===== config.mk =====
export PLATFORM = sky130hd
export DESIGN_NAME = sp_median_window
export DESIGN_NICKNAME = d
export VERILOG_FILES = /design/src/rtl/sp_median_window.sv
export SDC_FILE = /design/constraint.sdc
export NUM_CORES = 1
export LEC_CHECK = 0
export ABC_AREA = 1
export CAP_MARGIN = 20
export CELL_PAD_IN_SITES_DETAIL_PLACEMENT = 0
export CELL_PAD_IN_SITES_GLOBAL_PLACEMENT = 1
export CORE_MARGIN = 4
export CORE_UTILIZATION = 48
export CTS_CLUSTER_SIZE = 14
export DETAILED_ROUTE_END_ITERATION = 8
export GPL_TIMING_DRIVEN = 0
export MAX_ROUTING_LAYER = met4
export PLACE_DENSITY = 0.79
export SETUP_SLACK_MARGIN = 0.02
export SYNTH_ARGS = -nofsm -noshare
export SYNTH_HDL_FRONTEND = slang
export SYNTH_SLANG_ARGS = --single-unit

===== constraint.sdc =====
create_clock -name clk -period 8.32 [get_ports clk]
set_input_delay 1.248 -clock clk [delete_from_list [all_inputs] [get_ports clk]]
set_output_delay 1.248 -clock clk [all_outputs]
set_load 0.02 [all_outputs]

===== src/rtl/sp_median_window.sv =====
// rtl/sp_median_window.sv - 5x5 impulse-noise filter: pipelined 3x3 median with 5x5 ring-mean fallback.
// Optional SP_NOISE_CNT_EN adds noise_cnt_o, a per-frame saturating count of noisy output pixels.
module sp_median_window #(
  parameter int DATADEPTH  = 12,
  parameter int IMG_WIDTH  = 1920,
  parameter int IMG_HEIGHT = 1080,
  parameter int NUM        = 5,
  parameter int LOW_TH     = 0,
  parameter int HIGH_TH    = 2**DATADEPTH-1
) (
  input  logic                     clk,
  input  logic                     rst,
  input  logic                     vsync_i,
  input  logic                     hsync_i,
  input  logic                     en_i,
  input  logic                     full_valid_i,
  input  logic [NUM*DATADEPTH-1:0] data_i,
  output logic [DATADEPTH-1:0]     data_o,
  output logic                     valid_o,
  output logic                     noise_o,
  output logic                     err_o
`ifdef SP_NOISE_CNT_EN
  ,
  output logic [$clog2(IMG_WIDTH*IMG_HEIGHT+1)-1:0] noise_cnt_o
`endif
);

  localparam int D  = DATADEPTH;
  localparam int CW = $clog2(IMG_WIDTH+1);
  localparam logic [CW-1:0] LAST_COL = CW'(IMG_WIDTH-1);
  localparam logic [CW-1:0] COL_TWO  = CW'(2);
  localparam logic [D-1:0]  LO_PIX   = LOW_TH[D-1:0];
  localparam logic [D-1:0]  HI_PIX   = HIGH_TH[D-1:0];

  localparam logic [1:0] IDLE  = 2'd0;
  localparam logic [1:0] FILL  = 2'd1;
  localparam logic [1:0] RUN   = 2'd2;
  localparam logic [1:0] FLUSH = 2'd3;

  // Only the 5-row geometry is implemented; other settings leave this marker block.
  if (NUM != 5 || IMG_WIDTH < 3 || IMG_HEIGHT < 1) begin : g_unsupported_cfg
  end

  function automatic logic [D-1:0] mn(input logic [D-1:0] a, input logic [D-1:0] b);
    return (a < b) ? a : b;
  endfunction

  function automatic logic [D-1:0] mx(input logic [D-1:0] a, input logic [D-1:0] b);
    return (a > b) ? a : b;
  endfunction

  function automatic logic [D-1:0] md(input logic [D-1:0] a, input logic [D-1:0] b,
                                      input logic [D-1:0] c);
    return mx(mn(a, b), mn(mx(a, b), c));
  endfunction

  // Packed as {hi, mid, lo}.
  function automatic logic [3*D-1:0] sort3(input logic [D-1:0] a, input logic [D-1:0] b,
                                           input logic [D-1:0] c);
    return {mx(mx(a, b), c), md(a, b, c), mn(mn(a, b), c)};
  endfunction

  function automatic logic is_noisy(input logic [D-1:0] p);
    return (p <= LO_PIX) || (p >= HI_PIX);
  endfunction

  logic [1:0]           state;
  logic [CW-1:0]        cnt;
  logic                 flush_ph;
  logic                 line_fv;
  logic                 win_vld;
  logic [NUM*D-1:0]     win [5];

  always_ff @(posedge clk) begin
    if (rst) begin
      state    <= IDLE;
      cnt      <= '0;
      flush_ph <= 1'b0;
      line_fv  <= 1'b0;
      win_vld  <= 1'b0;
      err_o    <= 1'b0;
      for (int i = 0; i < 5; i++) win[i] <= '0;
    end else begin
      win_vld <= 1'b0;
      if (vsync_i) begin
        state <= IDLE;
        err_o <= 1'b0;
      end else if (en_i && hsync_i) begin
        // A line start outside IDLE abandons the current line.
        if (state != IDLE) err_o <= 1'b1;
        for (int i = 0; i < 5; i++) win[i] <= data_i;
        cnt     <= CW'(1);
        line_fv <= full_valid_i;
        state   <= FILL;
      end else if (state == FLUSH) begin
        for (int i = 0; i < 4; i++) win[i] <= win[i+1];
        win_vld  <= 1'b1;
        flush_ph <= ~flush_ph;
        if (flush_ph) state <= IDLE;
      end else if (en_i && (state == FILL || state == RUN)) begin
        for (int i = 0; i < 4; i++) win[i] <= win[i+1];
        win[4] <= data_i;
        cnt    <= cnt + 1'b1;
        if (cnt == LAST_COL) begin
          state    <= FLUSH;
          flush_ph <= 1'b0;
          win_vld  <= 1'b1;
        end else if (cnt >= COL_TWO) begin
          state   <= RUN;
          win_vld <= 1'b1;
        end
      end
    end
  end

  logic [D+1:0] ring_sum;
  always_comb begin
    ring_sum = {2'b00, win[0][2*D +: D]} + {2'b00, win[4][2*D +: D]}
             + {2'b00, win[2][0 +: D]}   + {2'b00, win[2][4*D +: D]};
  end

  logic [3*D-1:0] s1_srt [3];
  logic [D-1:0]   s1_ctr, s1_ring, s2_a, s2_b, s2_c, s2_ctr, s2_ring;
  logic           s1_vld, s1_fv, s2_vld, s2_fv;
  logic [D-1:0]   med9;

  always_comb begin
    med9 = md(s2_a, s2_b, s2_c);
  end

  always_ff @(posedge clk) begin
    if (rst) begin
      for (int k = 0; k < 3; k++) s1_srt[k] <= '0;
      {s1_ctr, s1_ring, s1_vld, s1_fv} <= '0;
      {s2_a, s2_b, s2_c, s2_ctr, s2_ring, s2_vld, s2_fv} <= '0;
      data_o  <= '0;
      valid_o <= 1'b0;
      noise_o <= 1'b0;
    end else begin
      for (int k = 0; k < 3; k++)
        s1_srt[k] <= sort3(win[k+1][D +: D], win[k+1][2*D +: D], win[k+1][3*D +: D]);
      s1_ctr  <= win[2][2*D +: D];
      s1_ring <= ring_sum[D+1:2];
      s1_vld  <= win_vld;
      s1_fv   <= line_fv;

      s2_a    <= mx(mx(s1_srt[0][0 +: D], s1_srt[1][0 +: D]), s1_srt[2][0 +: D]);
      s2_b    <= md(s1_srt[0][D +: D], s1_srt[1][D +: D], s1_srt[2][D +: D]);
      s2_c    <= mn(mn(s1_srt[0][2*D +: D], s1_srt[1][2*D +: D]), s1_srt[2][2*D +: D]);
      s2_ctr  <= s1_ctr;
      s2_ring <= s1_ring;
      s2_vld  <= s1_vld;
      s2_fv   <= s1_fv;

      valid_o <= s2_vld;
      noise_o <= 1'b0;
      if (s2_vld) begin
        if (!s2_fv || !is_noisy(s2_ctr)) begin
          data_o <= s2_ctr;
        end else if (!is_noisy(med9)) begin
          data_o  <= med9;
          noise_o <= 1'b1;
        end else begin
          data_o  <= s2_ring;
          noise_o <= 1'b1;
        end
      end
    end
  end

`ifdef SP_NOISE_CNT_EN
  always_ff @(posedge clk) begin
    if (rst || vsync_i) begin
      noise_cnt_o <= '0;
    end else if (valid_o && noise_o && !(&noise_cnt_o)) begin
      noise_cnt_o <= noise_cnt_o + 1'b1;
    end
  end
`endif

endmodule


# After elaboration in Yosys (flattened, before gate mapping)
# Memories as Yosys holds them, arrays and structs flattened.
# Cells that the tools add are included.
# classes
add_sub_neg,4
magnitude_cmp,35
n_eq_ne,7
n_mux,84
n_bitwise,21
n_reduce_logical,24
# ops
op,n
two-way mux 60 bit,14
two-way mux 12 bit,32
greater-than comparator 12 bit,15
< comparator 12 bit,15
two-way mux 36 bit,3
two-way mux 11 bit,3
two-way mux 1 bit,27
>= comparator 12 bit (second input constant),2
<= comparator 12 x 1 -> 1 bit (second input constant),2
OR 1 bit,17
adder 13 x 12 -> 14 bit,1
adder 14 x 12 -> 14 bit,1
adder 12 x 12 -> 13 bit,1
adder 11 x 1 -> 11 bit (second input constant),1
== test 11 bit (second input constant),1
>= comparator 11 x 2 -> 1 bit (second input constant),1
two-way mux 2 bit,5
AND reduction 3 bit,3
nonzero test 2 bit,4
nonzero test 3 bit,2
== test 2 bit (second input constant),2
logical OR 1 bit,4
!= test 2 bit (second input constant),2
NOT 1 bit,4
other kinds (9),13
# word_totals
ff_bits,119
ramBits,408
in_bits,66
output_inout_bits,15
word_cells,198
memories,2
# mem_list
name,words,word_bits,rd,rd_clocked_by_memory_dff,write_ports,line,text
win,5,60,5,0,5,72,logic [NUM*D-1:0] win [5];
s1_srt,3,36,3,0,3,122,logic [3*D-1:0] s1_srt [3];

# Logic depth before layout (Yosys ltp)
# depth
depth_word,10
depth_mapped,42
depth_no_buf,40

# Worst setup path after synthesis
# No wires, ideal clock.
# synth_timing
path_type,in2reg
from,input en_i
to,memory win[0][100] (netlist bit) (enable)
setup_ns,0.534
arrival_ns,5.783
required_time_ns,7.786
setup_slack_ns,2.003
path_stages,6
path_buffers,1
path_cell_list,nand2_1 > inv_1 > nor3_1 > nand2_1 > clkbuf_1 > nand2_1
# synth_rtl
element,line,text
start: declaration,15,"input logic en_i,"
end: declaration,72,

==> results.md <==
* R2R depth at 29
* Avg Vias per Cell at between 5 and 6
* CTS Root Cell: clkbuf_16
* Lkg Pwr at 13.9 nW
* Worst reg2reg setup slack at 1.37 ns
* Top Ports at 81
* Hold EP: s2_ring[8]
* H-tree Lvls at 2
* Power Total at between 0.01 and 0.015 W
* Hold violation total from the final report at 0
* Syn Nets at 3637
* Worst skew pair latency at approximately 0.63 ns
* FMAX at 144 MHz
* Pin count of the biggest net entering global routing at between 70 and 80
* Post-cts gate resize count at 0
* Initial cell density of the core at 48.9%
* Cts hold-fix bufs at 0
* P_int at ~0.0062 W
* Post-synth EDFFs at 228
* Die Area at 59200 µm²
* Storage element area at around 11000 µm²
* Worst setup SP type: flip-flop
* Vias post-DR at 23100
* Number of synthesized register bits at 455
* GPL Wtd Cong at a little over 1
* CTS Buf Count at 50
* Critical path arrival at ~7.4 ns
* Pins over their slew limit at 0
* First DRT Iteration DRCs at ~2000
* Die Ht at 243 µm
* Final setup fails at 0
* Antenna cell count at 0
* Post-DP HPWL at 70100 µm
* Max-slew headroom at 14.4%
* Comb power frac at between 50% and 60%
* Final setup margin at roughly 1.4 ns
* Critical path's slowest cell: o21ai_0
* Max stage delay on crit path at 0.86 ns
* CTS tree: yes
* Post-Route WL at 86400 µm
* Final hold slack at 0.413 ns
* IO buf count at 79
* Cell Area, Synth at about 27000 µm²
* Final ANT Viol Nets at 0
* Reg2Reg Capture Point: s1_srt[0][95]
* Multi-input logic area at between 10000 and 15000 µm²
* Vias in the first global route at 22100
* Register area share after synthesis at 42.9%
* Outcome: finished, final reports clean
* Peak supply drop at 0.000483 V
* HP Start: s1_ring[8]
* Critical Path Fanout Max at 10
* Wirelength per Cell at 20.6 µm
* Antenna violations before repair at 0
* Max clock buf depth at 3
* Hold Path Depth at 2
* RSZ-0062 raised after global routing: false
* Drt first pass iters at 5
* Net Sw Power at 0.00549 W
* Power per cell area at a little under 400 nW/µm²
* Cells after Synth at 3275
* Post-synth top flop: edfxtp_1
* Row count at between 80 and 90
* Overflow after GRT at 0
* Postcts setup bufs at 0
* Clock Power Share at between 10% and 20%
* Max Cap Viol at 0
* Worst R2R Start: win[0][211]
* Critical path required time at 8.79 ns
* CP endpoint kind: flip-flop
* Residual DRC count at 0
* Post-layout nets at 3777
* CTS clk-pin slew, worst paths at roughly 0.060 ns
* Clock skew at 0.0488 ns
* Clock sinks at about 460
* Library cells used by synthesis at between 40 and 50
* Asr flop ratio synth at 0%
* Minimum clock period at 6.95 ns
* Core Area at 54300 µm²
* Area grow syn2layout at 13.4%
* Period utilization at between 80% and 90%
* First-pass GRT wire length at approximately 130000 µm
* FILL cells at roughly 5100
* Syn_area_per_cell at approximately 8.1 µm²
* Worst slack at placement at 1.64 ns
* Net switching fraction of the power at 47.1%
* Ys Warns at 0
* Worst Max-Slew Pin Slew at roughly 1.3 ns
* Layout cell share with drive strength beyond 1 at 3.47%
* Crit Path Class: flip-flop to flip-flop
* GRT Util Overall at 29.4%
* Worst Hold Class: flip-flop to flip-flop
* Setup_tns at 0 ns
* Sequential share of power at 24.4%
* Die X at 243 µm
## final cells by class
type | count | area share [%]
well taps | 739 | 3.07
clock buffers | 67 | 4.67
multi-input cells | 2141 | 41.8
repair buffers | 88 | 2.99
plain buffers | 133 | 1.77
clock inverters | 25 | 1.07
flip-flops and latches | 455 | 37.8
inverters | 546 | 6.80
## flip-flops by register name, summed over array words and instances, names as in the netlist, 2 cells and up
signal	flops
s2_b	12
s2_ctr	12
win	228
s2_c	12
state	2
s1_srt	108
cnt	11
s2_ring	12
s1_ctr	12
s2_a	12
s1_ring	12
data_o	12
## cell usage after synthesis (all sizes together) (2+ instances only)
cell type | n | area [µm²]
a21boi | 2 | 15.0
a21oi | 241 | 1210
or2 | 10 | 62.6
o21ai | 378 | 1900
nor2 | 218 | 818
nand3 | 168 | 861
nor3 | 25 | 125
inv | 545 | 2050
edfxtp | 228 | 6850
nor3b | 3 | 22.5
o31ai | 3 | 22.5
a31oi | 5 | 37.5
o221ai | 6 | 52.6
nand4 | 30 | 188
o21bai | 3 | 22.5
ha | 272 | 3400
nand2 | 611 | 2310
a221oi | 3 | 26.3
nor4 | 7 | 43.8
o41ai | 2 | 17.5
clkbuf | 116 | 435
fa | 24 | 480
o2111ai | 3 | 26.3
o21a | 13 | 97.6
buf | 17 | 98.8
o211ai | 56 | 420
dfxtp | 227 | 4540
nand3b | 7 | 52.6
a211oi | 44 | 330
## worst max path at each step
stage / from / to / slack [ns] / cells past startpoint
after floorplan: en_i / win[0][100] / 2.00 / 6
after global placement: en_i / win[0][103] / -1.24 / 7
after detailed placement: win[0][211] / s1_srt[0][95] / 1.64 / 29
after CTS: win[0][211] / s1_srt[0][95] / 1.58 / 29
after global routing: s2_b[10] / data_o[1] / 0.95 / 38
final: win[0][211] / s1_srt[0][95] / 1.37 / 29
## cell families (layout without fill, tap and decap cells)
kind of cell               count (synthesis)  count (layout)  share of synthesized area (%)
xor gates and xnor gates                   1               1                         0.0330
buffers and inverters                    679             859                           9.72
adders and majority gates                296             296                           14.6
DFF                                      455             455                           42.9
AOI/OAI and AO/OA                        764             764                           15.9
and+or+nand+nor                         1080            1080                           16.9
## worst max-delay path: cells and delay by family, from the launching register on
kind | cells | cell delay [ns]
adders and majority gates | 3 | 1.09
AOI/OAI and AO/OA | 10 | 2.63
DFF | 1 | 0.41
and+or+nand+nor | 8 | 1.16
buffers and inverters | 8 | 1.50
## power groups by stage
stage               clock (W)  combinational (W)  sequential (W)
finish                0.00228            0.00653         0.00285
global route          0.00242            0.00739         0.00288
CTS                   0.00233            0.00648         0.00285
detailed placement          0            0.00644         0.00289
global placement            0            0.00626         0.00290
floorplan                   0            0.00462         0.00283
## per-layer routing
layer / GRT usage [%] / up-vias / wire (µm)
li1: - / 11200 / -
met1: 38.4 / 10900 / 37500
met2: 47.0 / 846 / 39400
met3: 3.68 / 180 / 5680
met4: 11.5 / 0 / 3770
met5: - / - / 0
## cells in the final DEF (no fill, tap or decap), types with 5 or more instances in the layout
cell,n
nand2_1,606
inv_1,545
o21ai_0,367
ha_1,272
a21oi_1,241
edfxtp_1,228
dfxtp_1,227
nor2_1,218
nand3_1,164
clkbuf_1,121
clkdlybuf4s50_1,79
o211ai_1,56
clkbuf_16,50
a211oi_1,44
nand4_1,30
nor3_1,25
fa_1,24
o21a_1,13
o21ai_1,10
or2_2,10
buf_1,9
clkbuf_8,9
clkinv_2,9
nand3b_1,7
clkinv_1,7
nor4_1,7
buf_2,6
o221ai_1,6
bufinv_16,5
## through the flow
step	instance area [µm²]	utilization, %	std cells
after floorplan	26600	-	3275
after global placement	28300	52.1	4093
after detailed placement	28400	52.2	4098
after CTS	30100	55.4	4190
after global routing	30100	55.5	4194
final	30100	55.5	4194
No activity file was read; power rests on OpenSTA's default activity.
